<file path="src/rtl/sfifo_flex_if.sv">
// sfifo_flex_if: handshake bundle between a producer/consumer pair and sfifo_flex.
//
// Signals:
//   winc, wdata           write request and its data (producer -> FIFO)
//   rinc                  read request / pop (consumer -> FIFO)
//   rdata                 read data (FIFO -> consumer)
//   wfull, rempty         occupancy is DEPTH / 0
//   almost_full           count >= AF_LEVEL
//   almost_empty          count <= AE_LEVEL
//   count                 occupancy, 0..DEPTH
//   overflow, underflow   one-cycle pulses after a rejected write / read
//
// Modports:
//   master  the user side: drives requests, observes status and data
//   slave   the FIFO side
interface sfifo_flex_if #(
    parameter int unsigned WIDTH = 8,
    parameter int unsigned DEPTH = 16
);
    localparam int unsigned CW = $clog2(DEPTH) + 1;

    logic             winc;
    logic [WIDTH-1:0] wdata;
    logic             rinc;
    logic [WIDTH-1:0] rdata;
    logic             wfull;
    logic             rempty;
    logic             almost_full;
    logic             almost_empty;
    logic [CW-1:0]    count;
    logic             overflow;
    logic             underflow;

    modport master (
        output winc,
        output wdata,
        output rinc,
        input  rdata,
        input  wfull,
        input  rempty,
        input  almost_full,
        input  almost_empty,
        input  count,
        input  overflow,
        input  underflow
    );

    modport slave (
        input  winc,
        input  wdata,
        input  rinc,
        output rdata,
        output wfull,
        output rempty,
        output almost_full,
        output almost_empty,
        output count,
        output overflow,
        output underflow
    );
endinterface

</file>
<file path="src/rtl/sfifo_flex.sv">
// sfifo_flex: single-clock FIFO with internal storage, selectable read mode
// (registered read or first-word-fall-through), occupancy count, programmable
// almost-full / almost-empty thresholds and overflow / underflow error pulses.
//
// Ports:
//   clk    clock, all state changes on the rising edge
//   rst_n  asynchronous active-low reset; discards queued data
//   bus    sfifo_flex_if.slave: winc/wdata/rinc in; rdata, wfull, rempty,
//          almost_full, almost_empty, count, overflow, underflow out
//
// Parameters:
//   WIDTH     data width (>= 1)
//   DEPTH     entries, power of two, >= 2
//   FWFT      0 = rdata registered on pop; 1 = rdata shows the head word
//   AF_LEVEL  almost_full when count >= AF_LEVEL (1..DEPTH)
//   AE_LEVEL  almost_empty when count <= AE_LEVEL (0..DEPTH-1)
module sfifo_flex #(
    parameter int unsigned WIDTH    = 8,
    parameter int unsigned DEPTH    = 16,
    parameter int unsigned FWFT     = 0,
    parameter int unsigned AF_LEVEL = DEPTH - 2,
    parameter int unsigned AE_LEVEL = 2
) (
    input  logic        clk,
    input  logic        rst_n,
    sfifo_flex_if.slave bus
);
    localparam int unsigned AW = $clog2(DEPTH);
    localparam int unsigned CW = AW + 1;

    localparam logic [CW-1:0] AF_THRESH = CW'(AF_LEVEL);
    localparam logic [CW-1:0] AE_THRESH = CW'(AE_LEVEL);
    localparam logic [CW-1:0] PTR_ONE   = CW'(1);

    // Pointers carry one extra wrap bit so that full and empty stay distinct
    // across any number of wraps.
    logic [CW-1:0]    wr_ptr_q, wr_ptr_d;
    logic [CW-1:0]    rd_ptr_q, rd_ptr_d;
    logic [AW-1:0]    wr_addr, rd_addr;
    logic [WIDTH-1:0] mem_q [DEPTH];

    logic          full, empty;
    logic          wr_en, rd_en;
    logic [CW-1:0] occupancy;
    logic          overflow_q, overflow_d;
    logic          underflow_q, underflow_d;

    always_comb begin
        wr_addr   = wr_ptr_q[AW-1:0];
        rd_addr   = rd_ptr_q[AW-1:0];
        empty     = (wr_ptr_q == rd_ptr_q);
        full      = (wr_ptr_q[AW] != rd_ptr_q[AW]) && (wr_addr == rd_addr);
        occupancy = wr_ptr_q - rd_ptr_q;

        // Acceptance uses flags from before the edge, so a full FIFO still
        // pops on a simultaneous request and an empty one still pushes.
        wr_en = bus.winc && !full;
        rd_en = bus.rinc && !empty;

        wr_ptr_d = wr_en ? (wr_ptr_q + PTR_ONE) : wr_ptr_q;
        rd_ptr_d = rd_en ? (rd_ptr_q + PTR_ONE) : rd_ptr_q;

        overflow_d  = bus.winc && full;
        underflow_d = bus.rinc && empty;
    end

    always_ff @(posedge clk or negedge rst_n) begin
        if (!rst_n) begin
            wr_ptr_q    <= '0;
            rd_ptr_q    <= '0;
            overflow_q  <= 1'b0;
            underflow_q <= 1'b0;
        end else begin
            wr_ptr_q    <= wr_ptr_d;
            rd_ptr_q    <= rd_ptr_d;
            overflow_q  <= overflow_d;
            underflow_q <= underflow_d;
        end
    end

    // Storage is deliberately not reset.
    always_ff @(posedge clk) begin
        if (wr_en) begin
            mem_q[wr_addr] <= bus.wdata;
        end
    end

    generate
        if (FWFT == 0) begin : g_std_read
            logic [WIDTH-1:0] rdata_q;

            always_ff @(posedge clk or negedge rst_n) begin
                if (!rst_n) begin
                    rdata_q <= '0;
                end else if (rd_en) begin
                    rdata_q <= mem_q[rd_addr];
                end
            end

            assign bus.rdata = rdata_q;
        end else begin : g_fwft_read
            // Head word is shown directly; content while empty is stale.
            assign bus.rdata = mem_q[rd_addr];
        end
    endgenerate

    assign bus.wfull        = full;
    assign bus.rempty       = empty;
    assign bus.count        = occupancy;
    assign bus.almost_full  = (occupancy >= AF_THRESH);
    assign bus.almost_empty = (occupancy <= AE_THRESH);
    assign bus.overflow     = overflow_q;
    assign bus.underflow    = underflow_q;
endmodule

</file>
<file path="src/flat_wrapper.sv">
// flat-port wrapper written by rule: the top's interface ports become plain ports
module sfifo_flex_flat 
#(
    parameter int unsigned WIDTH    = 8,
    parameter int unsigned DEPTH    = 16,
    parameter int unsigned FWFT     = 0,
    parameter int unsigned AF_LEVEL = DEPTH - 2,
    parameter int unsigned AE_LEVEL = 2
)
  (clk, rst_n, bus_winc, bus_wdata, bus_rinc, bus_rdata, bus_wfull, bus_rempty, bus_almost_full, bus_almost_empty, bus_count, bus_overflow, bus_underflow);
  sfifo_flex_if #(.WIDTH(WIDTH), .DEPTH(DEPTH)) bus_i ();
  input  logic clk;
  input  logic rst_n;
  input wire logic [$bits(bus_i.winc)-1:0] bus_winc;
  input wire logic [$bits(bus_i.wdata)-1:0] bus_wdata;
  input wire logic [$bits(bus_i.rinc)-1:0] bus_rinc;
  output wire logic [$bits(bus_i.rdata)-1:0] bus_rdata;
  output wire logic [$bits(bus_i.wfull)-1:0] bus_wfull;
  output wire logic [$bits(bus_i.rempty)-1:0] bus_rempty;
  output wire logic [$bits(bus_i.almost_full)-1:0] bus_almost_full;
  output wire logic [$bits(bus_i.almost_empty)-1:0] bus_almost_empty;
  output wire logic [$bits(bus_i.count)-1:0] bus_count;
  output wire logic [$bits(bus_i.overflow)-1:0] bus_overflow;
  output wire logic [$bits(bus_i.underflow)-1:0] bus_underflow;
  assign bus_i.winc = bus_winc;
  assign bus_i.wdata = bus_wdata;
  assign bus_i.rinc = bus_rinc;
  assign bus_rdata = bus_i.rdata;
  assign bus_wfull = bus_i.wfull;
  assign bus_rempty = bus_i.rempty;
  assign bus_almost_full = bus_i.almost_full;
  assign bus_almost_empty = bus_i.almost_empty;
  assign bus_count = bus_i.count;
  assign bus_overflow = bus_i.overflow;
  assign bus_underflow = bus_i.underflow;
  sfifo_flex #(.WIDTH(WIDTH), .DEPTH(DEPTH), .FWFT(FWFT), .AF_LEVEL(AF_LEVEL), .AE_LEVEL(AE_LEVEL)) u_core (.clk(clk), .rst_n(rst_n), .bus(bus_i));
endmodule
</file>
<file path="config.mk">
export PLATFORM = sky130hd
export DESIGN_NAME = sfifo_flex_flat
export DESIGN_NICKNAME = d
export VERILOG_FILES = /design/src/rtl/sfifo_flex_if.sv /design/src/rtl/sfifo_flex.sv /design/src/flat_wrapper.sv
export SDC_FILE = /design/constraint.sdc
export NUM_CORES = 1
export LEC_CHECK = 0
export ABC_AREA = 1
export CORE_MARGIN = 2
export CORE_UTILIZATION = 48
export DETAILED_ROUTE_END_ITERATION = 12
export GPL_TIMING_DRIVEN = 0
export PLACE_DENSITY = 0.66
export SETUP_SLACK_MARGIN = 0.3
export SLEW_MARGIN = 20
export SYNTH_ARGS = -nofsm -noshare
export SYNTH_HDL_FRONTEND = slang
export SYNTH_SLANG_ARGS = --single-unit
export TNS_END_PERCENT = 20
</file>
<file path="constraint.sdc">
create_clock -name clk -period 3.2 [get_ports clk]
set_input_delay 0.64 -clock clk [delete_from_list [all_inputs] [get_ports clk]]
set_output_delay 0.64 -clock clk [all_outputs]
set_load 0.005 [all_outputs]
</file>
==> flow_summary.toml <==
[yosys]
synth-edff-count = 128
synth_area_leaders = "edfxtp_1 58%, nand2_1 12%, nand3_1 7.6%"
yosysTopAreaCell = "edfxtp_1"
syn_area_per_cell_um2 = 10.08
yosys.cell_types.count = 26
synth_area_um2 = 6664
yosysMostFrequentCell = "nand2_1"
synth_ff_type = "edfxtp_1"
postSynthCellCount = 661
synth_warnings = 0
synthArstFlopShare_pct = 13.51
synth_seq_area_share_pct = 65.19
synth.ff_latch_count = 148
synth_top_area_share_pct = 57.68
synth_common_cells = "214 x nand2_1, 128 x edfxtp_1, 112 x inv_1"
synth_fp_nets = 683

[sta]
tns_ns = 0
finalCritPeriodShare_pct = 89.52
relSlewSlack_pct = 37.58
rsz0062_at_grt = "yes"
finalMaxSlewViolations = 0
fin_crit_ns = 2.865
skew_ns = 0.006744
worstMarginPinSlew_ns = 0.9334
finalSetupViolCount = 0
max_freq_mhz = 349.1
hold_viol_final = 0

[global_route]
grt_start_max_net_pins = 21
grt_usage_pct = 23.44
grt_pass1_wl_mm = 24.61
antenna_found_initial = 0
grt.met2_usage_pct = 37.15
busiest_layer = "met2"
met3_usage_pct = 4.448
grt.overflow.total = 0
grt_pass1_vias = 4363
gr-usage-met1_pct = 32.07

[power]
ir_drop_v = 0.0005304
p_seq_share_pct = 32.3
combPwrFrac_pct = 43.1
intPower_mw = 4.923
power.density_nw_per_um2 = 977.5
leakagePower_nw = 3.537
p_sw_mw = 2.906
swShare_pct = 37.12
clkPwrFrac_pct = 24.6

[placement]
portBuffers = 30
hpwlAfterDp_mm = 10.64
place.gp.congestion = 0.9123
place_inst = 871

[clock_tree]
clock_latency_ns = 0.43
cts_inserted_buffers = 17
cts_num_sinks = 148
clk_pin_slew_ns = 0.05
clock_path_buffers = 2
cts_tree = "built"
ctsHoldBuffers = 0
clock-root-buffer = "clkbuf_16"
cts_max_level = 4

[routing]
wl_mm = 16.13
num_vias = 4594
via_per_inst = 5.015
routedWlPerCell_um = 17.61
ant_nets = 0
drtIter0Drc = 367
drc = 0
dr.pass1.iters = 5

[floorplan]
die_w_um = 121.8
die_h_um = 121.8
dieArea_um2 = 14840
start_util_pct = 48.57
core_um2 = 13720
ios = 31
rows = 43

[critical_path]
path_max_fanout = 3
worstPathArrival_ns = 2.22
critPathSlowestCell = "clkdlybuf4s50_1"
r2r_cells = 10
slowest_delay_ns = 0.53
cp-start-kind = "flop"
crit_type = "flop to output pin"
critPathRequiredTime_ns = 2.56
worstSetupEndpointType = "output pin"
crit_chain = "inv_2 -> ha_1 -> inv_1 -> fa_2 -> xor2_2 -> clkdlybuf4s50_1"

[final_layout]
fin_nets = 746
final_cells = 916
drive_above_1_share_pct = 12.23
diodes = 0
synthToLayoutAreaGrowth_pct = 20.18

[hold_path]
hold_path_depth = 2
worstHoldPathType = "flop to flop"

[job]
maxCapViolations = 0

[status]
status = "finished clean"
-- routing by layer --
layer	wire length, um	share of wire (%)	vias up
li1	-	-	2240
met2	8030	50	178
met3	1064	6.6	32
met4	370	2.3	0
met1	6666	41	2144
met5	0	0	-
-- cell families after synthesis --
family | share of synthesized area (%)
buffers and inverters | 8.768
flip-flops | 65.19
AND/OR/NAND/NOR | 21.80
XOR/XNOR | 1.559
adder cells (fa/ha/maj) | 1.990
AO/OA/AOI/OAI | 0.6946
-- what timing repair did --
action / CTS / global route
hold endpoints to repair: 0 / 0
pin swaps: 6 / 2
buffers inserted: 8 / 6
cloned: 0 / 0
setup endpoints to repair: 112 / 5
resized for setup: 35 / 8
-- power groups by stage --
stage / Clock [mW] / Sequential [mW] / Combinational [mW]
2_1_floorplan: 0 / 2.53 / 1.84
3_3_place_gp: 0 / 2.55 / 2.94
3_5_place_dp: 0 / 2.56 / 3.00
4_1_cts: 1.94 / 2.54 / 3.22
5_1_grt: 2.03 / 2.55 / 3.70
6_report: 1.93 / 2.53 / 3.37
-- path summary, 6_finish.rpt --
path | slack [ns] | startpoint | endpoint
min in group asynchronous | 0.72 | rst_n | u_core.rd_ptr_q[1]
setup reg to reg | 0.50 | u_core.rd_ptr_q[1] | u_core.mem_q[14][3]
setup / recovery | 0.34 | u_core.wr_ptr_q[0] | bus_count[2]
max in group asynchronous | 1.87 | rst_n | u_core.wr_ptr_q[0]
hold reg to reg | 0.48 | u_core.bus.rdata[5] | u_core.bus.rdata[5]
hold / removal | 0.48 | u_core.bus.rdata[5] | u_core.bus.rdata[5]
-- flip-flops by register name (all words and copies together), names as in the netlist --
register              flops
u_core.bus.overflow       1
u_core.mem_q            128
u_core.bus.rdata          8
u_core.rd_ptr_q           5
u_core.wr_ptr_q           5
u_core.bus.underflow      1
-- metrics by stage --
stage | power [mW] | setup slack [ns] | hold slack, ns | util, % | cell area (um^2)
final | 7.829 | 0.3353 | 0.4809 | 58.38 | 8009
after global routing | 8.285 | 0.2644 | 0.5143 | 58.38 | 8009
after CTS | 7.701 | 0.2410 | 0.4841 | 57.94 | 7949
after detailed placement | 5.560 | 0.0006251 | 0.4687 | 52.40 | 7189
after global placement | 5.492 | 0.05789 | 0.4685 | 52.40 | 7189
after floorplan | 4.369 | 0.7927 | 0.3444 | - | 6664
-- critical path: cells and delay by family (launching register included) --
family	cells	cell delay (ns)
flops	1	0.40
fa+ha+maj	2	0.55
xor+xnor	1	0.19
buf+inv	3	0.67
-- cell usage in the layout, fill, tap and decap left out, types with 3 or more instances in the layout --
master and count:
nand2_1 213, edfxtp_1 128, inv_1 111, nand3_1 100, clkdlybuf4s50_1 25, nor2_1 19
dfrtp_1 18, clkbuf_16 17, buf_2 16, buf_4 15, xor2_1 6, ha_1 6
buf_6 5, clkinv_1 5, clkinv_2 4, xor2_2 3, nand2_2 3, o21ai_0 3
clkbuf_1 3, ha_4 3, bufinv_16 3, dlygate4sd2_1 3
-- area by class of cell --
cell class	instances	area, um^2
Tap cell	180	225.2
Inverter	115	456.7
Buffer	28	205.2
Multi-Input combinational cell	370	1809
Clock buffer	17	425.4
Sequential cell	148	4347
Timing Repair Buffer	44	396.6
Clock inverter	14	143.9
Fill cell	1143	5710
Note: power is estimated with default switching activity, not from simulation.
